## src/rtl/seg7_pkg.sv

```systemverilog
// Shared types, constants and helpers for the 4-digit scanned 7-segment display.
package seg7_pkg;

  typedef logic [1:0] digit_idx_t;

  localparam logic [6:0] SEG_BLANK = 7'b1111111;

  // Active-low {g,f,e,d,c,b,a}; entry n is the glyph for hex digit n.
  localparam logic [15:0][6:0] HEX_SEG = {
    7'b0001110, 7'b0000110, 7'b0100001, 7'b1000110,  // F E d C
    7'b0000011, 7'b0001000, 7'b0010000, 7'b0000000,  // b A 9 8
    7'b1111000, 7'b0000010, 7'b0010010, 7'b0011001,  // 7 6 5 4
    7'b0110000, 7'b0100100, 7'b1111001, 7'b1000000   // 3 2 1 0
  };

  // Index of the most significant nonzero nibble; 0 when the value is all zero.
  function automatic digit_idx_t msd_nibble(input logic [15:0] v);
    digit_idx_t m;
    m = '0;
    for (int i = 1; i < 4; i++) begin
      if (v[4*i +: 4] != 4'h0) m = digit_idx_t'(i);
    end
    return m;
  endfunction

endpackage

```

## src/rtl/hex_to_seg7.sv

```systemverilog
// Combinational hex nibble to active-low 7-segment glyph.
module hex_to_seg7
  import seg7_pkg::*;
(
  input  logic [3:0] nibble,
  output logic [6:0] seg
);

  assign seg = HEX_SEG[nibble];

endmodule

```

## src/rtl/seg7_scan_display.sv

```systemverilog
// Latches ALU result/Zero via load/ack and scans it onto a 4-digit common-anode display,
// swapping in new data only at frame boundaries.
module seg7_scan_display
  import seg7_pkg::*;
#(
  parameter int SCAN_DIV = 50000,
  parameter int LZ_BLANK = 1
) (
  input  logic        clk,
  input  logic        reset,
  input  logic        load,
  input  logic [15:0] data_in,
  input  logic        zero_in,
  output logic        ack,
  output logic [6:0]  seg,
  output logic        dp,
  output logic [3:0]  an
);

  localparam int PW = $clog2(SCAN_DIV);
  localparam logic [PW-1:0] PS_LAST = PW'(SCAN_DIV - 1);

  logic [PW-1:0] prescaler_q, prescaler_d;
  digit_idx_t    digit_q, digit_d;
  logic [15:0]   shadow_q, shadow_d, active_q, active_d;
  logic          shadow_zero_q, shadow_zero_d, active_zero_q, active_zero_d;
  logic          pending_q, pending_d, ack_q, ack_d;
  logic [6:0]    seg_q, seg_d;
  logic          dp_q, dp_d;
  logic [3:0]    an_q, an_d;

  logic          wrap;
  logic [3:0]    nibble;
  logic [6:0]    nibble_seg;
  digit_idx_t    msd;

  assign wrap = (prescaler_q == PS_LAST);

  always_comb begin
    prescaler_d   = wrap ? '0 : prescaler_q + 1'b1;
    digit_d       = wrap ? digit_q + 1'b1 : digit_q;
    shadow_d      = shadow_q;
    shadow_zero_d = shadow_zero_q;
    active_d      = active_q;
    active_zero_d = active_zero_q;
    pending_d     = pending_q;
    ack_d         = load;
    if (wrap && (digit_q == 2'd3) && pending_q) begin
      active_d      = shadow_q;
      active_zero_d = shadow_zero_q;
      pending_d     = 1'b0;
    end
    // A load in the boundary cycle lands after the swap and waits for the next frame.
    if (load) begin
      shadow_d      = data_in;
      shadow_zero_d = zero_in;
      pending_d     = 1'b1;
    end
  end

  // Outputs are derived from next-state values so the registered drive lines up with the slot.
  assign nibble = active_d[{digit_d, 2'b00} +: 4];
  assign msd    = msd_nibble(active_d);

  hex_to_seg7 u_hex (
    .nibble (nibble),
    .seg    (nibble_seg)
  );

  always_comb begin
    an_d  = 4'b1111;
    seg_d = SEG_BLANK;
    dp_d  = 1'b1;
    if (prescaler_d != '0) begin
      an_d[digit_d] = 1'b0;
      seg_d = ((LZ_BLANK != 0) && (digit_d > msd)) ? SEG_BLANK : nibble_seg;
      dp_d  = !((digit_d == 2'd0) && active_zero_d);
    end
  end

  always_ff @(posedge clk or negedge reset) begin
    if (!reset) begin
      prescaler_q   <= '0;
      digit_q       <= '0;
      shadow_q      <= '0;
      shadow_zero_q <= 1'b0;
      active_q      <= '0;
      active_zero_q <= 1'b0;
      pending_q     <= 1'b0;
      ack_q         <= 1'b0;
      seg_q         <= SEG_BLANK;
      dp_q          <= 1'b1;
      an_q          <= 4'b1111;
    end else begin
      prescaler_q   <= prescaler_d;
      digit_q       <= digit_d;
      shadow_q      <= shadow_d;
      shadow_zero_q <= shadow_zero_d;
      active_q      <= active_d;
      active_zero_q <= active_zero_d;
      pending_q     <= pending_d;
      ack_q         <= ack_d;
      seg_q         <= seg_d;
      dp_q          <= dp_d;
      an_q          <= an_d;
    end
  end

  assign ack = ack_q;
  assign seg = seg_q;
  assign dp  = dp_q;
  assign an  = an_q;

endmodule

```

## config.mk

```make
export PLATFORM = sky130hd
export DESIGN_NAME = seg7_scan_display
export DESIGN_NICKNAME = d
export VERILOG_FILES = /design/src/rtl/seg7_pkg.sv /design/src/rtl/hex_to_seg7.sv /design/src/rtl/seg7_scan_display.sv
export SDC_FILE = /design/constraint.sdc
export NUM_CORES = 1
export LEC_CHECK = 0
export BUFFER_PORTS_ARGS = -buffer_cell sky130_fd_sc_hd__buf_2
export CELL_PAD_IN_SITES_DETAIL_PLACEMENT = 0
export CELL_PAD_IN_SITES_GLOBAL_PLACEMENT = 1
export CORE_ASPECT_RATIO = 0.6
export CORE_MARGIN = 5
export CORE_UTILIZATION = 40
export CTS_BUF_LIST = sky130_fd_sc_hd__clkbuf_8 sky130_fd_sc_hd__clkbuf_16
export DETAILED_ROUTE_END_ITERATION = 16
export GPL_ROUTABILITY_DRIVEN = 0
export PLACE_DENSITY_LB_ADDON = 0.1
export SETUP_SLACK_MARGIN = 0.4
export SYNTH_ARGS = -nofsm -noshare
export SYNTH_HDL_FRONTEND = slang
export SYNTH_SLANG_ARGS = --single-unit
```

## constraint.sdc

```tcl
create_clock -name clk -period 4.7 [get_ports clk]
set_input_delay 1.175 -clock clk [delete_from_list [all_inputs] [get_ports clk]]
set_output_delay 1.175 -clock clk [all_outputs]
set_load 0.01 [all_outputs]
```

==> flow_summary.yaml <==
final_layout:
  syn_to_final_growth_pct: 18.03
  fillers: 758
  diodes: 0
  layout.nets: 366
  drive_above_1_share_pct: 34.21
  post-route-util_pct: 48.33
global_routing:
  grt_first_pass_wirelength_mm: 13.21
  antenna_found_initial: 0
  grt_max_degree: 37
  overflow: 0
  grt_usage_pct: 16.32
  grt_pass1_vias: 2381
synthesis:
  netlist_top_cells_count: "54 x dfrtp_1, 33 x mux2_2, 25 x nor2_1"
  synth_ff_type: "dfrtp_1"
  synthesis.area_um2: 3477
  synth_top_area_share_pct: 38.86
  synth-seq-cells: 66
  yosysUniqueCellTypes: 57
  synth_area_leader_cell: "dfrtp_1"
  yosysWarnings: 0
  synth_fp_nets: 326
  yosysSeqAreaShare_pct: 47.93
  syn_inst: 297
  syn_area_per_cell_um2: 11.71
  yosysMostFrequentCell: "dfrtp_1"
  synth_area_leaders: "dfrtp_1 39%, mux2_2 11%, dfstp_2 9.1%, mux4_2 4.5%, mux2i_1 4.0%"
  synth-edff-count: 0
  synthArstFlopShare_pct: 100.0
routing:
  wire_per_inst_um: 17.48
  num_vias: 2438
  wirelength_mm: 7.937
  firstDrtPassIters: 4
  vias_per_cell: 5.370
  drc: 0
  ant_nets: 0
  drt-initial-drc-count: 205
clock_network:
  cts_tree: "yes"
  clock_latency_ns: 0.33
  htree_levels: 3
  clk_pin_slew_ns: 0.06
  cts_buffers: 9
  cts_hold_buf: 0
  clk_path_buf_depth: 2
  post-cts-setup-buffers: 0
  cts.sinks: 66
  cts_root_buf: "clkbuf_16"
  cts_resized: 0
power_and_ir_drop:
  power.density_cell_area_nw_per_um2: 331.0
  leakage_nw: 1.861
  ir_worst_vdd_uv: 204.8
timing:
  fmax_ghz: 0.2578
  period_minus_slack_ns: 3.880
  fin_setup_tns_ns: 0
  clock_skew_ns: 0.008121
  setup_viol: 0
  slew_headroom_pct: 22.93
  rsz0062_at_grt: "no"
  period_share_pct: 82.54
  hold_viol: 0
  drv_slew: 0
  tightest_slew_ns: 1.124
floorplanning:
  start_util_pct: 40.95
  die_height_um: 82.22
  dieArea_um2: 10720
  die_x_um: 130.4
  core_um2: 8491
  rows: 26
  ioPinCount: 33
status:
  status: "completed"
setup_path:
  crit_path_cell_trace: "ha_1 -> nand2_1 -> nor4_4 -> buf_4 -> mux2i_1 -> inv_1 -> or4_1 -> or2_2 -> ha_1 -> a21oi_1 -> or2_2 -> a311o_1"
  endpoint_kind: "flop"
  cp.arrival_ns: 4.13
  crit_family: "simple AND/OR/NAND/NOR gates"
  cp_slowest_cell: "dfrtp_1"
  slowest_delay_ns: 0.54
  crit_fanout: 17
  start_kind: "flop"
  path_class: "flop to flop"
  rrSetupSlack_ns: 0.82
  crit_buf_inv: 2
  required_ns: 4.95
place:
  io_buffers: 32
  hpwl_mm: 5.804
hold_path:
  min_path_type: "flop to flop"
flow_run:
  max_cap_viol_count: 0
layout by cell type, fill, tap and decap left out, types with 7 or more instances in the layout:
cell type,n
dfrtp_1,54
mux2_2,33
buf_2,32
nor2_1,25
nand2_1,18
inv_1,15
mux2i_1,14
dfstp_2,12
nand3_1,9
ha_1,9
clkbuf_16,9
o21ai_0,8
xor2_1,7
xnor2_1,7
mux4_2,7
layer usage:
layer | track usage, % | up-vias | share of wire (%)
met5 | 0 | - | 0
met4 | 4.312 | 0 | 0.92
met3 | 5.784 | 7 | 7.7
met2 | 19.68 | 73 | 36
met1 | 26.32 | 1196 | 55
li1 | - | 1162 | -
worst reg2reg max path, stage by stage (launching register included):
cell and delay [ns]:
dfrtp_1 0.54, ha_1 0.23, nand2_1 0.25, nor4_4 0.28, buf_4 0.32, mux2i_1 0.30
inv_1 0.08, or4_1 0.54, or2_2 0.32, ha_1 0.28, a21oi_1 0.08, or2_2 0.33
a311o_1 0.28
final cells by class:
type	count	area (um^2)	share of cell area, %
multi-input combinational	206	1712	41.71
sequential	66	1667	40.61
clock buffer	9	225.2	5.488
timing repair buffer	37	197.7	4.817
tap	112	140.1	3.415
clock inverter	7	93.84	2.287
inverter	17	68.82	1.677
through the flow:
step	hold WS (ns)	instance area, um^2	std cells	worst slack, ns	total power, mW
6_report	0.4815	4104	454	0.8204	1.358
3_5_place_dp	0.4714	3785	438	0.8423	0.6502
5_1_grt	0.5270	4104	454	0.5608	1.405
3_3_place_gp	0.4732	3785	438	0.9172	0.6490
4_1_cts	0.4828	4104	454	0.8226	1.373
2_1_floorplan	0.4496	3477	297	1.023	0.6200
power by group:
part	leakage, nW	internal (mW)	switching, mW
Combinational	0.890	0.0215	0.0205
Clock	0.151	0.463	0.257
Sequential	0.819	0.584	0.0127
Total	1.86	1.07	0.290
sequential cells by signal (all words and copies together) (netlist names):
name and flops:
digit_q 2, shadow_zero_q 1, dp 1, an 4
active_zero_q 1, shadow_q 16, prescaler_q 16, ack 1
seg 7, active_q 16, pending_q 1
final timing paths:
check | startpoint | endpoint | cells past startpoint
worst max-delay path | digit_q[1]$_DFF_PN0_ | seg[3]$_DFF_PN1_ | 12
worst min-delay path | pending_q$_DFFE_PN0P_ | pending_q$_DFFE_PN0P_ | 1
worst max register to register | digit_q[1]$_DFF_PN0_ | seg[3]$_DFF_PN1_ | 12
worst min register to register | pending_q$_DFFE_PN0P_ | pending_q$_DFFE_PN0P_ | 1
max in group asynchronous | reset | an[0]$_DFF_PN1_ | 2
min in group asynchronous | reset | shadow_q[8]$_DFFE_PN0P_ | 1
cell families (layout without fill, tap and decap cells):
group / Yosys count / in the layout / synth area share (%)
and+or+nand+nor: 91 / 91 / 14.57
muxes: 55 / 55 / 19.68
AOI/OAI and AO/OA: 36 / 36 / 7.485
buffers and inverters: 25 / 70 / 3.094
xor gates and xnor gates: 15 / 15 / 3.994
DFF: 66 / 66 / 47.93
adders and majority gates: 9 / 9 / 3.239
Note: power is estimated with default switching activity, not from simulation.
